## src/rtl/axilite_pkg.sv

```systemverilog
// axilite_pkg: response codes, FSM states and address helpers for the AXI-Lite native bridge
package axilite_pkg;

    localparam logic [1:0]  RESP_OKAY    = 2'b00;
    localparam logic [1:0]  RESP_SLVERR  = 2'b10;
    localparam logic [1:0]  RESP_DECERR  = 2'b11;
    localparam logic [31:0] TIMEOUT_FILL = 32'hDEAD_DEAD;

    typedef enum logic [1:0] {W_IDLE, W_WAIT, W_RESP} wr_state_t;
    typedef enum logic [1:0] {R_IDLE, R_WAIT, R_RESP} rd_state_t;

    // 33-bit compare so a window touching 32'hFFFF_FFFF does not wrap
    function automatic logic in_range(input logic [31:0] addr, input logic [31:0] base, input logic [31:0] span);
        return ({1'b0, addr} >= {1'b0, base}) && ({1'b0, addr} < ({1'b0, base} + {1'b0, span}));
    endfunction

    // word-aligned offset into the decoded window
    function automatic logic [31:0] offset(input logic [31:0] addr, input logic [31:0] base);
        return (addr - base) & 32'hFFFF_FFFC;
    endfunction

endpackage

```

## src/rtl/native_req_tracker.sv

```systemverilog
// native_req_tracker: holds a native EN level and ends it on ack or after TIMEOUT_CYCLES
module native_req_tracker #(
    parameter int TIMEOUT_CYCLES = 255
) (
    input  logic clock,
    input  logic reset,
    input  logic start,
    input  logic ack,
    input  logic err,
    output logic en,
    output logic done,
    output logic slverr,
    output logic timed_out
);

    logic [15:0] cnt;
    logic        last;

    assign last      = cnt == 16'(TIMEOUT_CYCLES - 1);
    assign done      = en && (ack || last);
    assign timed_out = en && !ack && last;
    assign slverr    = !ack || err;

    // EN rises on start, drops on completion; counter counts EN-high cycles
    always_ff @(posedge clock or posedge reset) begin
        if (reset) begin
            en  <= 1'b0;
            cnt <= '0;
        end else if (start) begin
            en  <= 1'b1;
            cnt <= '0;
        end else if (done) begin
            en  <= 1'b0;
        end else if (en) begin
            cnt <= cnt + 1'b1;
        end
    end

endmodule

```

## src/rtl/axilite_slave_native_bridge_32x32.sv

```systemverilog
// axilite_slave_native_bridge_32x32: AXI4-Lite slave terminating into a native req/ack register bus
module axilite_slave_native_bridge_32x32
    import axilite_pkg::*;
#(
    parameter int          C_AXI_DATA_WIDTH = 32,
    parameter int          C_AXI_ADDR_WIDTH = 32,
    parameter logic [31:0] BASE_ADDR        = 32'h0001_0000,
    parameter logic [31:0] ADDR_SPAN        = 32'h0001_0000,
    parameter int          TIMEOUT_CYCLES   = 255
) (
    input  logic                          clock,
    input  logic                          reset,
    input  logic [C_AXI_ADDR_WIDTH-1:0]   S_AXI_AWADDR,
    input  logic [2:0]                    S_AXI_AWPROT,
    input  logic                          S_AXI_AWVALID,
    output logic                          S_AXI_AWREADY,
    input  logic [C_AXI_DATA_WIDTH-1:0]   S_AXI_WDATA,
    input  logic [C_AXI_DATA_WIDTH/8-1:0] S_AXI_WSTRB,
    input  logic                          S_AXI_WVALID,
    output logic                          S_AXI_WREADY,
    output logic [1:0]                    S_AXI_BRESP,
    output logic                          S_AXI_BVALID,
    input  logic                          S_AXI_BREADY,
    input  logic [C_AXI_ADDR_WIDTH-1:0]   S_AXI_ARADDR,
    input  logic [2:0]                    S_AXI_ARPROT,
    input  logic                          S_AXI_ARVALID,
    output logic                          S_AXI_ARREADY,
    output logic [C_AXI_DATA_WIDTH-1:0]   S_AXI_RDATA,
    output logic [1:0]                    S_AXI_RRESP,
    output logic                          S_AXI_RVALID,
    input  logic                          S_AXI_RREADY,
    output logic                          WR_EN,
    output logic [C_AXI_ADDR_WIDTH-1:0]   WR_ADDR,
    output logic [C_AXI_DATA_WIDTH-1:0]   WR_DATA,
    output logic [C_AXI_DATA_WIDTH/8-1:0] WR_STRB,
    input  logic                          WR_ACK,
    input  logic                          WR_ERR,
    output logic                          RD_EN,
    output logic [C_AXI_ADDR_WIDTH-1:0]   RD_ADDR,
    input  logic [C_AXI_DATA_WIDTH-1:0]   RD_DATA,
    input  logic                          RD_ACK,
    input  logic                          RD_ERR
);

    wr_state_t w_state, w_next;
    rd_state_t r_state, r_next;
    logic      up;
    logic      aw_latched, w_latched, aw_ok;
    logic      aw_hs, w_hs, aw_have, w_have, aw_ok_cur, w_fire, w_start;
    logic      ar_hs, ar_ok, r_start;
    logic      wr_done, wr_slverr, unused_wr_timeout;
    logic      rd_done, rd_slverr, rd_timed_out;
    logic      unused_prot;

    assign unused_prot = ^{S_AXI_AWPROT, S_AXI_ARPROT};

    // READY is held low until the first clock after reset releases
    assign S_AXI_AWREADY = up && w_state == W_IDLE && !aw_latched;
    assign S_AXI_WREADY  = up && w_state == W_IDLE && !w_latched;
    assign S_AXI_ARREADY = up && r_state == R_IDLE;
    assign S_AXI_BVALID  = w_state == W_RESP;
    assign S_AXI_RVALID  = r_state == R_RESP;

    assign aw_hs     = S_AXI_AWVALID && S_AXI_AWREADY;
    assign w_hs      = S_AXI_WVALID && S_AXI_WREADY;
    assign aw_have   = aw_latched || aw_hs;
    assign w_have    = w_latched || w_hs;
    assign aw_ok_cur = aw_latched ? aw_ok : in_range(S_AXI_AWADDR, BASE_ADDR, ADDR_SPAN);
    assign w_fire    = aw_have && w_have;
    assign ar_hs     = S_AXI_ARVALID && S_AXI_ARREADY;
    assign ar_ok     = in_range(S_AXI_ARADDR, BASE_ADDR, ADDR_SPAN);

    native_req_tracker #(.TIMEOUT_CYCLES(TIMEOUT_CYCLES)) u_wr_tracker (
        .clock     (clock),
        .reset     (reset),
        .start     (w_start),
        .ack       (WR_ACK),
        .err       (WR_ERR),
        .en        (WR_EN),
        .done      (wr_done),
        .slverr    (wr_slverr),
        .timed_out (unused_wr_timeout)
    );

    native_req_tracker #(.TIMEOUT_CYCLES(TIMEOUT_CYCLES)) u_rd_tracker (
        .clock     (clock),
        .reset     (reset),
        .start     (r_start),
        .ack       (RD_ACK),
        .err       (RD_ERR),
        .en        (RD_EN),
        .done      (rd_done),
        .slverr    (rd_slverr),
        .timed_out (rd_timed_out)
    );

    // state registers and the post-reset ready enable
    always_ff @(posedge clock or posedge reset) begin
        if (reset) begin
            w_state <= W_IDLE;
            r_state <= R_IDLE;
            up      <= 1'b0;
        end else begin
            w_state <= w_next;
            r_state <= r_next;
            up      <= 1'b1;
        end
    end

    // write FSM: fire once both AW and W are held, skip the native bus on decode miss
    always_comb begin
        w_next  = w_state;
        w_start = 1'b0;
        case (w_state)
            W_IDLE: begin
                w_start = w_fire && aw_ok_cur;
                w_next  = w_fire ? (aw_ok_cur ? W_WAIT : W_RESP) : W_IDLE;
            end
            W_WAIT:  w_next = wr_done ? W_RESP : W_WAIT;
            W_RESP:  w_next = S_AXI_BREADY ? W_IDLE : W_RESP;
            default: w_next = W_IDLE;
        endcase
    end

    // read FSM: single AR handshake, then native request or immediate DECERR
    always_comb begin
        r_next  = r_state;
        r_start = 1'b0;
        case (r_state)
            R_IDLE: begin
                r_start = ar_hs && ar_ok;
                r_next  = ar_hs ? (ar_ok ? R_WAIT : R_RESP) : R_IDLE;
            end
            R_WAIT:  r_next = rd_done ? R_RESP : R_WAIT;
            R_RESP:  r_next = S_AXI_RREADY ? R_IDLE : R_RESP;
            default: r_next = R_IDLE;
        endcase
    end

    // write datapath: independent AW/W latches, native request fields and BRESP
    always_ff @(posedge clock or posedge reset) begin
        if (reset) begin
            aw_latched  <= 1'b0;
            w_latched   <= 1'b0;
            aw_ok       <= 1'b0;
            WR_ADDR     <= '0;
            WR_DATA     <= '0;
            WR_STRB     <= '0;
            S_AXI_BRESP <= RESP_OKAY;
        end else begin
            if (aw_hs) begin
                aw_latched <= 1'b1;
                aw_ok      <= aw_ok_cur;
                WR_ADDR    <= offset(S_AXI_AWADDR, BASE_ADDR);
            end
            if (w_hs) begin
                w_latched <= 1'b1;
                WR_DATA   <= S_AXI_WDATA;
                WR_STRB   <= S_AXI_WSTRB;
            end
            if (w_state == W_IDLE && w_fire && !aw_ok_cur)
                S_AXI_BRESP <= RESP_DECERR;
            if (w_state == W_WAIT && wr_done)
                S_AXI_BRESP <= wr_slverr ? RESP_SLVERR : RESP_OKAY;
            if (w_state == W_RESP && S_AXI_BREADY) begin
                aw_latched <= 1'b0;
                w_latched  <= 1'b0;
            end
        end
    end

    // read datapath: native address, captured data or filler, and RRESP
    always_ff @(posedge clock or posedge reset) begin
        if (reset) begin
            RD_ADDR     <= '0;
            S_AXI_RDATA <= '0;
            S_AXI_RRESP <= RESP_OKAY;
        end else begin
            if (ar_hs)
                RD_ADDR <= offset(S_AXI_ARADDR, BASE_ADDR);
            if (ar_hs && !ar_ok) begin
                S_AXI_RDATA <= '0;
                S_AXI_RRESP <= RESP_DECERR;
            end
            if (r_state == R_WAIT && rd_done) begin
                S_AXI_RDATA <= rd_timed_out ? TIMEOUT_FILL : RD_DATA;
                S_AXI_RRESP <= rd_slverr ? RESP_SLVERR : RESP_OKAY;
            end
        end
    end

endmodule

```

## config.mk

```make
export PLATFORM = sky130hd
export DESIGN_NAME = axilite_slave_native_bridge_32x32
export DESIGN_NICKNAME = d
export VERILOG_FILES = /design/src/rtl/axilite_pkg.sv /design/src/rtl/native_req_tracker.sv /design/src/rtl/axilite_slave_native_bridge_32x32.sv
export SDC_FILE = /design/constraint.sdc
export NUM_CORES = 1
export LEC_CHECK = 0
export CAP_MARGIN = 5
export CORE_MARGIN = 2
export CORE_UTILIZATION = 45
export CTS_CLUSTER_SIZE = 14
export DETAILED_ROUTE_END_ITERATION = 6
export GPL_TIMING_DRIVEN = 0
export PLACE_DENSITY_LB_ADDON = 0.12
export SETUP_SLACK_MARGIN = 0.4
export SLEW_MARGIN = 10
export SYNTH_ARGS = -nofsm -noshare
export SYNTH_HDL_FRONTEND = slang
export SYNTH_SLANG_ARGS = --single-unit
```

## constraint.sdc

```tcl
create_clock -name clock -period 6.6 [get_ports clock]
set_input_delay 1.32 -clock clock [delete_from_list [all_inputs] [get_ports clock]]
set_output_delay 1.32 -clock clock [all_outputs]
set_load 0.02 [all_outputs]
```

==> results of run 1 <==
[per-stage QoR]
stage          power (mW)  setup WS, ns  std cells  utilization (%)
2_1_floorplan        2.09         0.563        731                -
3_3_place_gp         2.77         -1.90       1237             64.0
3_5_place_dp         2.79          2.67       1238             64.2
4_1_cts              3.77          3.13       1270             67.5
5_1_grt              3.91          3.01       1270             67.5
6_report             3.73          3.12       1270             67.5
[cell usage after synthesis, drive strengths merged, types with 13 or more instances]
library cell    n
dfrtp         174
nand2          91
nor2           73
mux2           50
xnor2          41
o21ai          38
clkbuf         25
o2bb2ai        22
nor4           18
inv            17
buf            14
nor3           14
nand3          13
xor2           13
[power by group through the flow]
stage	Sequential [mW]	Combinational (mW)	Clock, mW
6_report	1.45	1.31	0.968
5_1_grt	1.48	1.40	1.04
4_1_cts	1.45	1.33	0.997
3_5_place_dp	1.47	1.33	0
3_3_place_gp	1.46	1.31	0
2_1_floorplan	1.76	0.334	0
[critical path, stage by stage]
cell and delay, ns:
clkdlybuf4s50_1 0.49, inv_1 0.09, ha_1 0.20, or4b_4 0.51, or2_1 0.31, a211o_1 0.24, o211a_1 0.12, buf_6 0.14
buf_6 0.14, a22o_1 0.23
[flip-flops by register name (all words and copies together), names as in the netlist]
name / count
w_state: 2
r_state: 2
u_wr_tracker.cnt: 16
WR_STRB: 4
WR_DATA: 32
up: 1
S_AXI_BRESP: 2
aw_ok: 1
u_wr_tracker.en: 1
WR_ADDR: 30
u_rd_tracker.en: 1
S_AXI_RRESP: 2
u_rd_tracker.cnt: 16
aw_latched: 1
S_AXI_RDATA: 32
RD_ADDR: 30
w_latched: 1
[per-layer routing]
metal | vias to the layer above | part of all wire (%) | track usage, %
li1 | 3147 | - | -
met1 | 3099 | 42 | 26.1
met2 | 178 | 49 | 35.1
met3 | 33 | 6.2 | 6.88
met4 | 0 | 2.7 | 8.36
met5 | - | 0 | 0
[cell type report]
type	count	share of cell area [%]
Sequential cell	174	37.2
Timing Repair Buffer	282	24.2
Buffer	39	1.71
Tap cell	225	2.40
Multi-Input combinational cell	501	29.0
Inverter	17	0.609
Clock inverter	12	0.940
Clock buffer	20	3.90
[worst max-delay path by stage]
stage                           from        endpoint  slack, ns  cells after the start
floorplan                      reset     RD_ADDR[10]       0.56                      1
global placement               reset     RD_ADDR[11]      -1.90                      2
detailed placement  S_AXI_ARADDR[16]  S_AXI_RDATA[1]       2.67                     10
CTS                               up   S_AXI_AWREADY       3.13                      3
global route                      up   S_AXI_AWREADY       3.01                      3
finish              S_AXI_ARADDR[16]  S_AXI_RDATA[1]       3.12                     10
[cells by family after synthesis]
family | Yosys count
mux | 50
simple gates | 277
other cells | 2
flops | 174
compound gates | 107
xor+xnor | 54
buf+inv | 56
fa+ha+maj | 8
==> run_results.csv, run 1 <==
group,metric,value,unit
logic_synthesis,muxShareOfSynthArea,7.03,%
power_and_ir_drop,power_frac_clock,26.0,%
global_route,antenna_found_initial,0,
critical_path,cp.arrival,3.79,ns
clock_network,htree_num_levels,4,
final_layout,diodes,0,
logic_synthesis,yosys.area_share.simple,17.4,%
critical_path,start_kind,"primary input",
power_and_ir_drop,powerDensity,318,mW/mm^2
logic_synthesis,synth_top_cell_by_area,"dfrtp_1",
die,die_w,137,microns
logic_synthesis,synth_area_per_cell,11.0,sq um
power_and_ir_drop,switching_share,31.8,%
power_and_ir_drop,power.switching,1.19,mW
clock_network,cts.sinks,174,
route,wl_per_cell,15.6,microns
logic_synthesis,syn-instance-count,728,
power_and_ir_drop,internal_power,2.54,mW
global_route,grtUsageTotal,21.3,%
die,ios,292,
route,viasPerCell,5.08,
sta,max-slew-margin-rel,53.2,%
placement,port_buffers,281,
sta,finClkSkew,0.0108,ns
logic_synthesis,ys_types,60,
placement,placed_area,0.0111,sq mm
final_layout,area.growth.synth_to_final,46.3,%
worst_hold_path,hold_depth,2,
power_and_ir_drop,p_leak,4.94,nW
clock_network,hold_buffers,0,
clock_network,cts_setup_buffers,0,
run,cap_violations,0,
power_and_ir_drop,ir_worst_vdd,0.188,mV
clock_network,cts.path.max_buffers,2,
global_route,grt_pass1_wl,31700,microns
final_layout,final_common_cell,"clkdlybuf4s50_1",
sta,setup_viol_count_final,0,
worst_hold_path,worstHoldStart,"RD_ADDR[12]",
global_route,grt_pass1_vias,6456,
logic_synthesis,ys_seq_area_share,54.4,%
clock_network,cts_made_buffers,17,
route,vias,6457,
die,initial_core_util,46.1,%
final_layout,fin_area,0.0117,sq mm
worst_hold_path,hold_path_class,"flop to flop",
final_layout,nFillCells,1403,
sta,slew_viol_final,0,
critical_path,rr_startpoint,"u_rd_tracker.cnt[0]",
placement,place_congestion,0.756,
sta,rsz0062_at_grt,"false",
critical_path,required,6.91,ns
clock_network,postCtsResizedCells,0,
logic_synthesis,synth_area,0.00801,sq mm
final_layout,seq_area,0.00435,sq mm
die,core_region_area,0.0174,sq mm
clock_network,cts-root-buf,"clkbuf_16",
global_route,grt_overflow,0,
final_layout,mostFrequentLayoutCells,"clkdlybuf4s50_1, dfrtp_1, nand2_1",
sta,whs,0.476,ns
critical_path,critPathMaxFanout,10,
worst_hold_path,hold_end,"RD_ADDR[12]",
logic_synthesis,synth_edf_count,0,
power_and_ir_drop,comb_power_share,35.1,%
route,drt-initial-drc-count,222,
critical_path,crit_type,"primary input to flop",
logic_synthesis,yosys_most_used_dff,"dfrtp_1",
final_layout,multiInputGateArea,0.00340,sq mm
logic_synthesis,yosysWarnings,0,
final_layout,finalNetCount,1189,
final_layout,drive_gt1_share,12.1,%
logic_synthesis,async_flop_share,100,%
logic_synthesis,synthAdderAreaFrac,1.25,%
critical_path,worst_setup_path_end_kind,"flop",
die,die_h,137,microns
sta,max_clock_freq,0.288,GHz
logic_synthesis,synth_xor_xnor_area_share,5.91,%
sta,finalCritPeriodShare,52.7,%
logic_synthesis,synth_compound_gate_area_share,10.6,%
route,wirelength,19800,microns
logic_synthesis,synth_top_area_share,54.4,%
route,drtAntennaViolNets,0,
logic_synthesis,synth_seq_cells,174,
placement,dpl.hpwl,14600,microns
critical_path,reg2reg_depth,8,
clock_network,tritoncts,"yes",
critical_path,r2r_end,"S_AXI_RDATA[27]",
route,drt-pass1-iter-count,4,
global_route,grt_max_degree,100,
die,die_area,0.0189,sq mm
logic_synthesis,synth_top_family_by_area,"simple AND/OR/NAND/NOR gates",
sta,fin_crit,3.48,ns
sta,max_slew.worst_pin.slew,0.695,ns
die,rows,48,
power_and_ir_drop,pwr-share-seq,38.9,%
clock_network,clk_latency,0.42,ns
critical_path,r2r_setup_slack,4.16,ns
route,drc,0,
run_status,status,"complete, no violations",
sta,hold_viol_final,0,
sta,fin_tns_setup,0,ns
clock_network,cts.clk_slew.worst_paths,0.07,ns
logic_synthesis,ys_top_cells_by_area,"dfrtp_1, mux2_2, xnor2_1",
Power figures use the tool's default switching activity.
==> run 2, diff against run 1 <==
==> constraint.sdc (replaced) <==
create_clock -name clock -period 3.5 [get_ports clock]
set_input_delay 0.7 -clock clock [delete_from_list [all_inputs] [get_ports clock]]
set_output_delay 0.7 -clock clock [all_outputs]
set_load 0.02 [all_outputs]
==> run_results.csv, run 2 (synthesized netlist as in run 1, its figures left out) <==
group,metric,value,unit
run_status,status,"complete, no violations",
die,core_region_area,0.0174,sq mm
worst_hold_path,hold_path_class,"flop to flop",
clock_network,tritoncts,"yes",
clock_network,cts_made_buffers,17,
clock_network,cts-root-buf,"clkbuf_16",
global_route,grt_max_degree,38,
global_route,grtUsageTotal,21.6,%
clock_network,cts.clk_slew.worst_paths,0.07,ns
power_and_ir_drop,p_leak,4.98,nW
placement,port_buffers,281,
global_route,grt_overflow,0,
critical_path,start_kind,"primary input",
sta,max_slew.worst_pin.slew,0.670,ns
global_route,grt_pass1_wl,31900,microns
sta,setup_viol_count_final,0,
sta,hold_viol_final,0,
power_and_ir_drop,powerDensity,603,mW/mm^2
critical_path,cp.arrival,3.20,ns
clock_network,clk_latency,0.42,ns
sta,finClkSkew,0.00829,ns
power_and_ir_drop,ir_worst_vdd,0.366,mV
final_layout,fin_area,0.0118,sq mm
sta,slew_viol_final,0,
final_layout,nFillCells,1392,
sta,max_clock_freq,0.346,GHz
route,drtAntennaViolNets,0,
final_layout,finalNetCount,1193,
route,vias,6408,
die,rows,48,
final_layout,drive_gt1_share,12.5,%
clock_network,cts_setup_buffers,0,
die,die_area,0.0189,sq mm
sta,rsz0062_at_grt,"false",
clock_network,postCtsResizedCells,0,
clock_network,htree_num_levels,4,
die,initial_core_util,46.1,%
final_layout,diodes,0,
placement,place_congestion,0.766,
final_layout,multiInputGateArea,0.00340,sq mm
critical_path,worst_setup_path_end_kind,"flop",
global_route,antenna_found_initial,0,
global_route,grt_pass1_vias,6447,
route,wirelength,19900,microns
final_layout,final_common_cell,"clkdlybuf4s50_1",
clock_network,hold_buffers,0,
placement,dpl.hpwl,15000,microns
final_layout,seq_area,0.00435,sq mm
placement,placed_area,0.0112,sq mm
sta,fin_crit,2.89,ns
final_layout,area.growth.synth_to_final,47.7,%
run,cap_violations,0,
route,drt-pass1-iter-count,4,
final_layout,postLayoutCoreUtil,68.1,%
route,drc,0,
route,drt-initial-drc-count,260,
clock_network,cts.sinks,174,
die,die_h,137,microns
sta,finalCritPeriodShare,82.6,%
critical_path,critPathMaxFanout,10,
die,ios,292,
critical_path,crit_type,"primary input to flop",
final_layout,mostFrequentLayoutCells,"clkdlybuf4s50_1, dfrtp_1, nand2_1",
route,wl_per_cell,15.6,microns
final_layout,reg_top3,"S_AXI_RDATA (32), WR_DATA (32)",
critical_path,required,3.80,ns
route,viasPerCell,5.03,
clock_network,cts.path.max_buffers,2,
die,die_w,137,microns
sta,max-slew-margin-rel,55.4,%
==> run 2: cell types whose count changed in the layout (fill, tap and decap cells not counted) <==
cell	previous run	this run
buf_12	0	4
inv_8	1	0
clkbuf_1	26	25
bufinv_16	1	2
clkbuf_8	2	3
clkinv_4	3	2
clkinvlp_4	1	3
clkinv_2	4	3
==> run 2: layout make-up <==
cell class	instances	share of cell area [%]
Multi-Input combinational cell	501	28.8
Inverter	17	0.571
Tap cell	225	2.38
Clock inverter	12	1.13
Clock buffer	20	3.95
Buffer	39	1.69
Sequential cell	174	36.8
Timing Repair Buffer	286	24.7
==> run 2: routing by layer <==
| layer | up-vias | global-route usage, % | wire length, microns |
|---|---|---|---|
| met5 | - | 0 | 0 |
| met4 | 0 | 8.25 | 408 |
| met2 | 168 | 36.8 | 10200 |
| li1 | 3155 | - | - |
| met3 | 22 | 6.00 | 1110 |
| met1 | 3063 | 26.0 | 8160 |
==> run 2: final timing paths <==
path / startpoint / to / slack, ns / cells past startpoint
setup / recovery: S_AXI_ARADDR[17] / S_AXI_RDATA[17] / 0.61 / 10
setup reg to reg: u_rd_tracker.cnt[0] / S_AXI_RDATA[7] / 1.11 / 8
hold reg to reg: RD_ADDR[10] / RD_ADDR[10] / 0.47 / 2
max in group asynchronous: reset / RD_ADDR[2] / 1.90 / 5
hold / removal: RD_ADDR[10] / RD_ADDR[10] / 0.47 / 2
min in group asynchronous: reset / WR_STRB[0] / 0.62 / 2
==> run 2: critical path, cell delays in order <==
cell,delay (ns)
clkdlybuf4s50_1,0.47
inv_1,0.11
ha_1,0.20
or4b_4,0.52
or2_1,0.30
a211o_1,0.24
o211a_1,0.12
buf_6,0.14
buf_6,0.14
a22o_1,0.24
==> run 2: power breakdown <==
group / leakage [nW] / switching (mW) / internal (mW) / total, mW
logic: 2.49 / 1.19 / 1.29 / 2.48
registers: 2.20 / 0.255 / 2.49 / 2.74
clock network: 0.293 / 0.797 / 1.11 / 1.91
==> run 2: stage by stage <==
stage                     setup WS (ns)  power (mW)  hold WS [ns]  TNS [ns]  cells
after detailed placement          0.165        5.28         0.461         0   1242
final                             0.608        7.13         0.473         0   1274
after global routing              0.530        7.49         0.501         0   1274
after CTS                         0.629        7.22         0.480         0   1274
after global placement           -0.943        5.22         0.458   -162.59   1237
after floorplan                   0.575        3.95         0.442         0    731
